==> src/rtl/alu_arbiter.sv <==
// Round-robin arbiter that shares one ALU between NREQ requesters. Only one transaction is in flight;
// the winner's operands are registered, alu_en pulses for one cycle and the result returns via valid/ready.
package instr_pack;
  typedef enum logic [2:0] {
    AMP  = 3'd0,
    ADD  = 3'd1,
    SUB  = 3'd2,
    ANDL = 3'd3,
    ORL  = 3'd4,
    XORL = 3'd5,
    SHL  = 3'd6,
    EQL5 = 3'd7
  } math;
endpackage

module alu_arbiter
  import instr_pack::*;
#(
  parameter int NREQ = 2,
  parameter int DW   = 8
) (
  input  logic            clk,
  input  logic            reset,
  input  logic [NREQ-1:0] req_valid,
  output logic [NREQ-1:0] req_ready,
  input  math             req_op [NREQ],
  input  logic [DW-1:0]   req_x  [NREQ],
  input  logic [DW-1:0]   req_y  [NREQ],
  input  logic [DW-1:0]   req_m  [NREQ],
  input  logic [NREQ-1:0] req_rs,
  output logic [NREQ-1:0] rsp_valid,
  input  logic [NREQ-1:0] rsp_ready,
  output logic [DW-1:0]   rsp_data,
  output logic            busy,
  output logic [DW-1:0]   alu_x,
  output logic [DW-1:0]   alu_y,
  output logic [DW-1:0]   alu_m,
  output math             alu_op,
  output logic            alu_en,
  output logic            alu_rs,
  input  logic [DW-1:0]   alu_r,
  input  logic [DW-1:0]   alu_s
);
  localparam int IW = $clog2(NREQ);
  localparam logic [IW-1:0] ONE_IDX  = IW'(1);
  localparam logic [IW-1:0] LAST_IDX = IW'(NREQ - 1);

  typedef enum logic [1:0] {
    S_IDLE    = 2'd0,
    S_ISSUE   = 2'd1,
    S_CAPTURE = 2'd2,
    S_RESP    = 2'd3
  } state_t;

  state_t          state_q, state_d;
  logic [IW-1:0]   ptr_q, ptr_d;
  logic [IW-1:0]   gnt_q, gnt_d;
  logic [DW-1:0]   alu_x_q, alu_x_d;
  logic [DW-1:0]   alu_y_q, alu_y_d;
  logic [DW-1:0]   alu_m_q, alu_m_d;
  math             alu_op_q, alu_op_d;
  logic            alu_rs_q, alu_rs_d;
  logic            alu_en_q, alu_en_d;
  logic [NREQ-1:0] rsp_valid_q, rsp_valid_d;
  logic [DW-1:0]   rsp_data_q, rsp_data_d;
  logic            busy_q, busy_d;

  logic            win_found_s;
  logic [IW-1:0]   win_idx_s;
  logic [IW-1:0]   cand_s;
  logic            take_s;

  function automatic logic [NREQ-1:0] idx_onehot(input logic [IW-1:0] idx);
    logic [NREQ-1:0] v;
    v      = {NREQ{1'b0}};
    v[idx] = 1'b1;
    return v;
  endfunction

  // Round-robin search: first valid port at or above ptr_q, wrapping modulo NREQ.
  always_comb begin
    win_found_s = 1'b0;
    win_idx_s   = {IW{1'b0}};
    cand_s      = {IW{1'b0}};
    for (int k = 0; k < NREQ; k++) begin
      cand_s = IW'((int'(ptr_q) + k) % NREQ);
      if (!win_found_s && req_valid[cand_s]) begin
        win_found_s = 1'b1;
        win_idx_s   = cand_s;
      end else begin
        win_found_s = win_found_s;
      end
    end
  end

  assign take_s    = (state_q == S_IDLE) && !reset && win_found_s;
  assign req_ready = take_s ? idx_onehot(win_idx_s) : {NREQ{1'b0}};

  // Next-state and datapath register inputs for the single in-flight transaction.
  always_comb begin
    state_d     = state_q;
    ptr_d       = ptr_q;
    gnt_d       = gnt_q;
    alu_x_d     = alu_x_q;
    alu_y_d     = alu_y_q;
    alu_m_d     = alu_m_q;
    alu_op_d    = alu_op_q;
    alu_rs_d    = alu_rs_q;
    alu_en_d    = 1'b0;
    rsp_valid_d = rsp_valid_q;
    rsp_data_d  = rsp_data_q;
    case (state_q)
      S_IDLE: begin
        if (take_s) begin
          state_d  = S_ISSUE;
          gnt_d    = win_idx_s;
          ptr_d    = (win_idx_s == LAST_IDX) ? {IW{1'b0}} : (win_idx_s + ONE_IDX);
          alu_x_d  = req_x[win_idx_s];
          alu_y_d  = req_y[win_idx_s];
          alu_m_d  = req_m[win_idx_s];
          alu_op_d = req_op[win_idx_s];
          alu_rs_d = req_rs[win_idx_s];
          alu_en_d = 1'b1;
        end else begin
          state_d = S_IDLE;
        end
      end
      S_ISSUE: begin
        state_d = S_CAPTURE;
      end
      S_CAPTURE: begin
        rsp_data_d  = alu_rs_q ? alu_s : alu_r;
        rsp_valid_d = idx_onehot(gnt_q);
        state_d     = S_RESP;
      end
      S_RESP: begin
        if (rsp_ready[gnt_q]) begin
          rsp_valid_d = {NREQ{1'b0}};
          state_d     = S_IDLE;
        end else begin
          state_d = S_RESP;
        end
      end
      default: begin
        state_d = S_IDLE;
      end
    endcase
    busy_d = (state_d != S_IDLE);
  end

  // State and output registers; reset drops any in-flight transaction.
  always_ff @(posedge clk) begin
    if (reset) begin
      state_q     <= S_IDLE;
      ptr_q       <= {IW{1'b0}};
      gnt_q       <= {IW{1'b0}};
      alu_x_q     <= {DW{1'b0}};
      alu_y_q     <= {DW{1'b0}};
      alu_m_q     <= {DW{1'b0}};
      alu_op_q    <= AMP;
      alu_rs_q    <= 1'b0;
      alu_en_q    <= 1'b0;
      rsp_valid_q <= {NREQ{1'b0}};
      rsp_data_q  <= {DW{1'b0}};
      busy_q      <= 1'b0;
    end else begin
      state_q     <= state_d;
      ptr_q       <= ptr_d;
      gnt_q       <= gnt_d;
      alu_x_q     <= alu_x_d;
      alu_y_q     <= alu_y_d;
      alu_m_q     <= alu_m_d;
      alu_op_q    <= alu_op_d;
      alu_rs_q    <= alu_rs_d;
      alu_en_q    <= alu_en_d;
      rsp_valid_q <= rsp_valid_d;
      rsp_data_q  <= rsp_data_d;
      busy_q      <= busy_d;
    end
  end

  assign alu_x     = alu_x_q;
  assign alu_y     = alu_y_q;
  assign alu_m     = alu_m_q;
  assign alu_op    = alu_op_q;
  assign alu_rs    = alu_rs_q;
  assign alu_en    = alu_en_q;
  assign rsp_valid = rsp_valid_q;
  assign rsp_data  = rsp_data_q;
  assign busy      = busy_q;

endmodule
==> config.mk <==
export PLATFORM = sky130hd
export DESIGN_NAME = alu_arbiter
export DESIGN_NICKNAME = d
export VERILOG_FILES = /design/src/rtl/alu_arbiter.sv
export SDC_FILE = /design/constraint.sdc
export NUM_CORES = 1
export LEC_CHECK = 0
export ABC_AREA = 1
export ABC_CLOCK_PERIOD_IN_PS = 2050
export CAP_MARGIN = 10
export CELL_PAD_IN_SITES_DETAIL_PLACEMENT = 1
export CELL_PAD_IN_SITES_GLOBAL_PLACEMENT = 1
export CORE_AREA = 2 2 92 94
export DETAILED_ROUTE_END_ITERATION = 16
export DIE_AREA = 0 0 94 96
export PLACE_DENSITY = 0.89
export RECOVER_POWER = 100
export SETUP_SLACK_MARGIN = 0.05
export SYNTH_ARGS = -nofsm -noshare
export SYNTH_HDL_FRONTEND = slang
export SYNTH_SLANG_ARGS = --single-unit
==> constraint.sdc <==
create_clock -name clk -period 2.05 [get_ports clk]
set_input_delay 0.41 -clock clk [delete_from_list [all_inputs] [get_ports clk]]
set_output_delay 0.41 -clock clk [all_outputs]
set_load 0.01 [all_outputs]
==> flow_metrics.py <==
metrics = {
    "status": {
        "outcome": "finished, final reports clean",
    },
    "place": {
        "hpwl_um": 5500,
        "place_inst": 525,
        "port_buffers": 119,
        "place_area_um2": 3410,
        "gp_congestion": 0.696,
    },
    "global_routing": {
        "grt_max_degree": 33,
        "grt_pass1_vias": 2607,
        "grt_pass1_wl_um": 12000,
        "grt.overflow.total": 0,
        "grt_antenna_before_repair": 0,
        "grt_usage": 0.168,
    },
    "timing": {
        "finClkSkew_ns": 0.00459,
        "report.final.slew_viol_count": 0,
        "fin_crit_ns": 1.88,
        "maxSlewHeadroom": 0.559,
        "worst_pin_slew_ns": 0.661,
        "fin_crit_sh": 0.919,
        "finalHoldViolations": 0,
        "fmax_mhz": 531,
        "setup_violations": 0,
        "grt_setup_unrepaired": "no",
    },
    "logic_synthesis": {
        "synth_area_per_cell_um2": 6.90,
        "synthDistinctLibCells": 20,
        "netlist_instances": 309,
        "syn-num-nets": 387,
        "ys_seq_elements": 44,
        "synth.yosys.seq_area_share": 0.413,
        "netlist.area_leader.share": 0.413,
        "ys_top_cells_by_area": "dfxtp_1 41%, nand2_1 23%, a21oi_1 9.4%",
        "synth_top_area_cell": "dfxtp_1",
        "synth.cell_area_um2": 2130,
        "ys_warn_count": 0,
    },
    "hold_path": {
        "worst_hold_path_type": "reg -> reg",
    },
    "flow_run": {
        "cap_violations": 0,
    },
    "clocking": {
        "insertion_delay_ns": 0.29,
        "cts_tree": "yes",
        "ctsResizeCount": 7,
        "htree_num_levels": 2,
        "cts.sink_count": 44,
        "clk_pin_slew_worst_paths_ns": 0.08,
        "ctsHoldBuffers": 0,
        "postCtsSetupBuffers": 0,
        "numCtsBuffers": 5,
        "cts_root_buf": "clkbuf_8",
        "cts_max_path_buffers": 2,
    },
    "layout": {
        "postLayoutCellArea_um2": 3460,
        "antenna_cells": 0,
        "nets": 505,
        "mostFrequentLayoutCell": "nand2_1",
        "final_cell_mix": "131 x nand2_1, 73 x clkdlybuf4s50_1, 44 x dfxtp_1",
        "drive_gt1_frac": 0.0678,
        "stdcell_count": 533,
        "fillers": 1011,
        "syn2layout_area_growth_pct": 62.5,
    },
    "drt": {
        "drc": 0,
        "first_iter_violations": 33,
        "drtAntennaViolNets": 0,
        "firstDrtPassIters": 4,
        "wl_per_cell_um": 13.6,
        "finalWirelength_um": 7250,
        "viasPerCell": 4.58,
        "routed-via-count": 2440,
    },
    "floorplanning": {
        "start_util": 0.265,
        "std_cell_rows": 33,
        "num_io_pins": 120,
        "dieArea_um2": 9020,
        "die_x_um": 94,
        "die_y_um": 96,
        "coreArea_um2": 8050,
    },
    "worst_setup_path": {
        "worst-path-max-fanout": 2,
        "cp-end-kind": "output port",
        "crit_type": "in -> out",
        "start_kind": "input pin",
        "cp_data_arrival_time_ns": 1.47,
        "required_ns": 1.64,
    },
    "power_and_ir_drop": {
        "p_leak_nw": 1.53,
        "p_total_mw": 2.26,
        "power_density_nw_per_um2": 653,
        "peakVddDrop_v": 0.000270,
    },
}
==> flip-flops by register name, indices dropped and copies added, names as in the netlist <==
register / count
ptr_q: 1
alu_rs: 1
alu_m: 8
rsp_valid: 2
alu_en: 1
busy: 1
gnt_q: 1
alu_y: 8
rsp_data: 8
state_q: 2
alu_op: 3
alu_x: 8
==> cell usage after synthesis (all sizes together) <==
library cell / instances
a21oi: 48
or2: 1
o21ai: 9
buf: 18
nand4: 1
nor2: 5
nand3b: 1
inv: 12
nand3: 33
clkinv: 1
dfxtp: 44
nand2: 132
clkbuf: 4
==> area by class of cell <==
type | count | area [µm²] | area share
well taps | 105 | 131 | 0.0379
inverters | 13 | 48.8 | 0.0141
flip-flops and latches | 44 | 881 | 0.254
multi-input cells | 230 | 1030 | 0.298
clock buffers | 8 | 90.1 | 0.0260
repair buffers | 133 | 1280 | 0.370
==> power breakdown <==
| group | total (mW) | leakage, nW | switching, mW | internal [mW] |
|---|---|---|---|---|
| clock network | 0.556 | 0.0455 | 0.281 | 0.275 |
| logic | 0.709 | 1.12 | 0.351 | 0.357 |
| registers | 0.997 | 0.360 | 0.0500 | 0.947 |
==> worst max-delay path, stage by stage <==
cell and delay, ns:
dlygate4sd2_1 0.25, buf_4 0.14, or2_4 0.22, nand3b_1 0.14
inv_1 0.05, dlygate4sd2_1 0.27
==> metrics by stage <==
stage                     hold WS (ns)  TNS, ns  utilization  setup slack [ns]
after floorplan                  0.455        0            -             0.665
after global placement           0.445   -0.424        0.423            -0.264
after global routing             0.485        0        0.430            0.0571
after detailed placement         0.458   -0.667        0.423            -0.323
after CTS                        0.471        0        0.434             0.169
final                            0.466        0        0.430             0.166
==> routing by layer <==
| layer | track usage | routed length [µm] | part of all wire |
|---|---|---|---|
| met5 | 0 | 0 | 0 |
| met4 | 0.0411 | 91 | 0.013 |
| met3 | 0.0470 | 467 | 0.064 |
| met2 | 0.320 | 3740 | 0.52 |
| met1 | 0.183 | 2950 | 0.41 |
==> logic make-up after synthesis <==
| logic type | Yosys count | share of synthesized area |
|---|---|---|
| flip-flops | 44 | 0.413 |
| buffers and inverters | 35 | 0.0934 |
| AND/OR/NAND/NOR | 173 | 0.344 |
| AO/OA/AOI/OAI | 57 | 0.150 |
==> final timing paths <==
| path | startpoint | end | slack, ns | cells past startpoint |
|---|---|---|---|---|
| worst max-delay path | req_valid[0] | req_ready[1] | 0.17 | 6 |
| worst min-delay path | rsp_valid[1]$_SDFFE_PP0P_ | rsp_valid[1]$_SDFFE_PP0P_ | 0.47 | 2 |
| worst max register to register | state_q[0]$_SDFF_PP0_ | alu_y[3]$_SDFFE_PP0P_ | 0.47 | 6 |
| worst min register to register | rsp_valid[1]$_SDFFE_PP0P_ | rsp_valid[1]$_SDFFE_PP0P_ | 0.47 | 2 |
No activity file was read; power rests on OpenSTA's default activity.
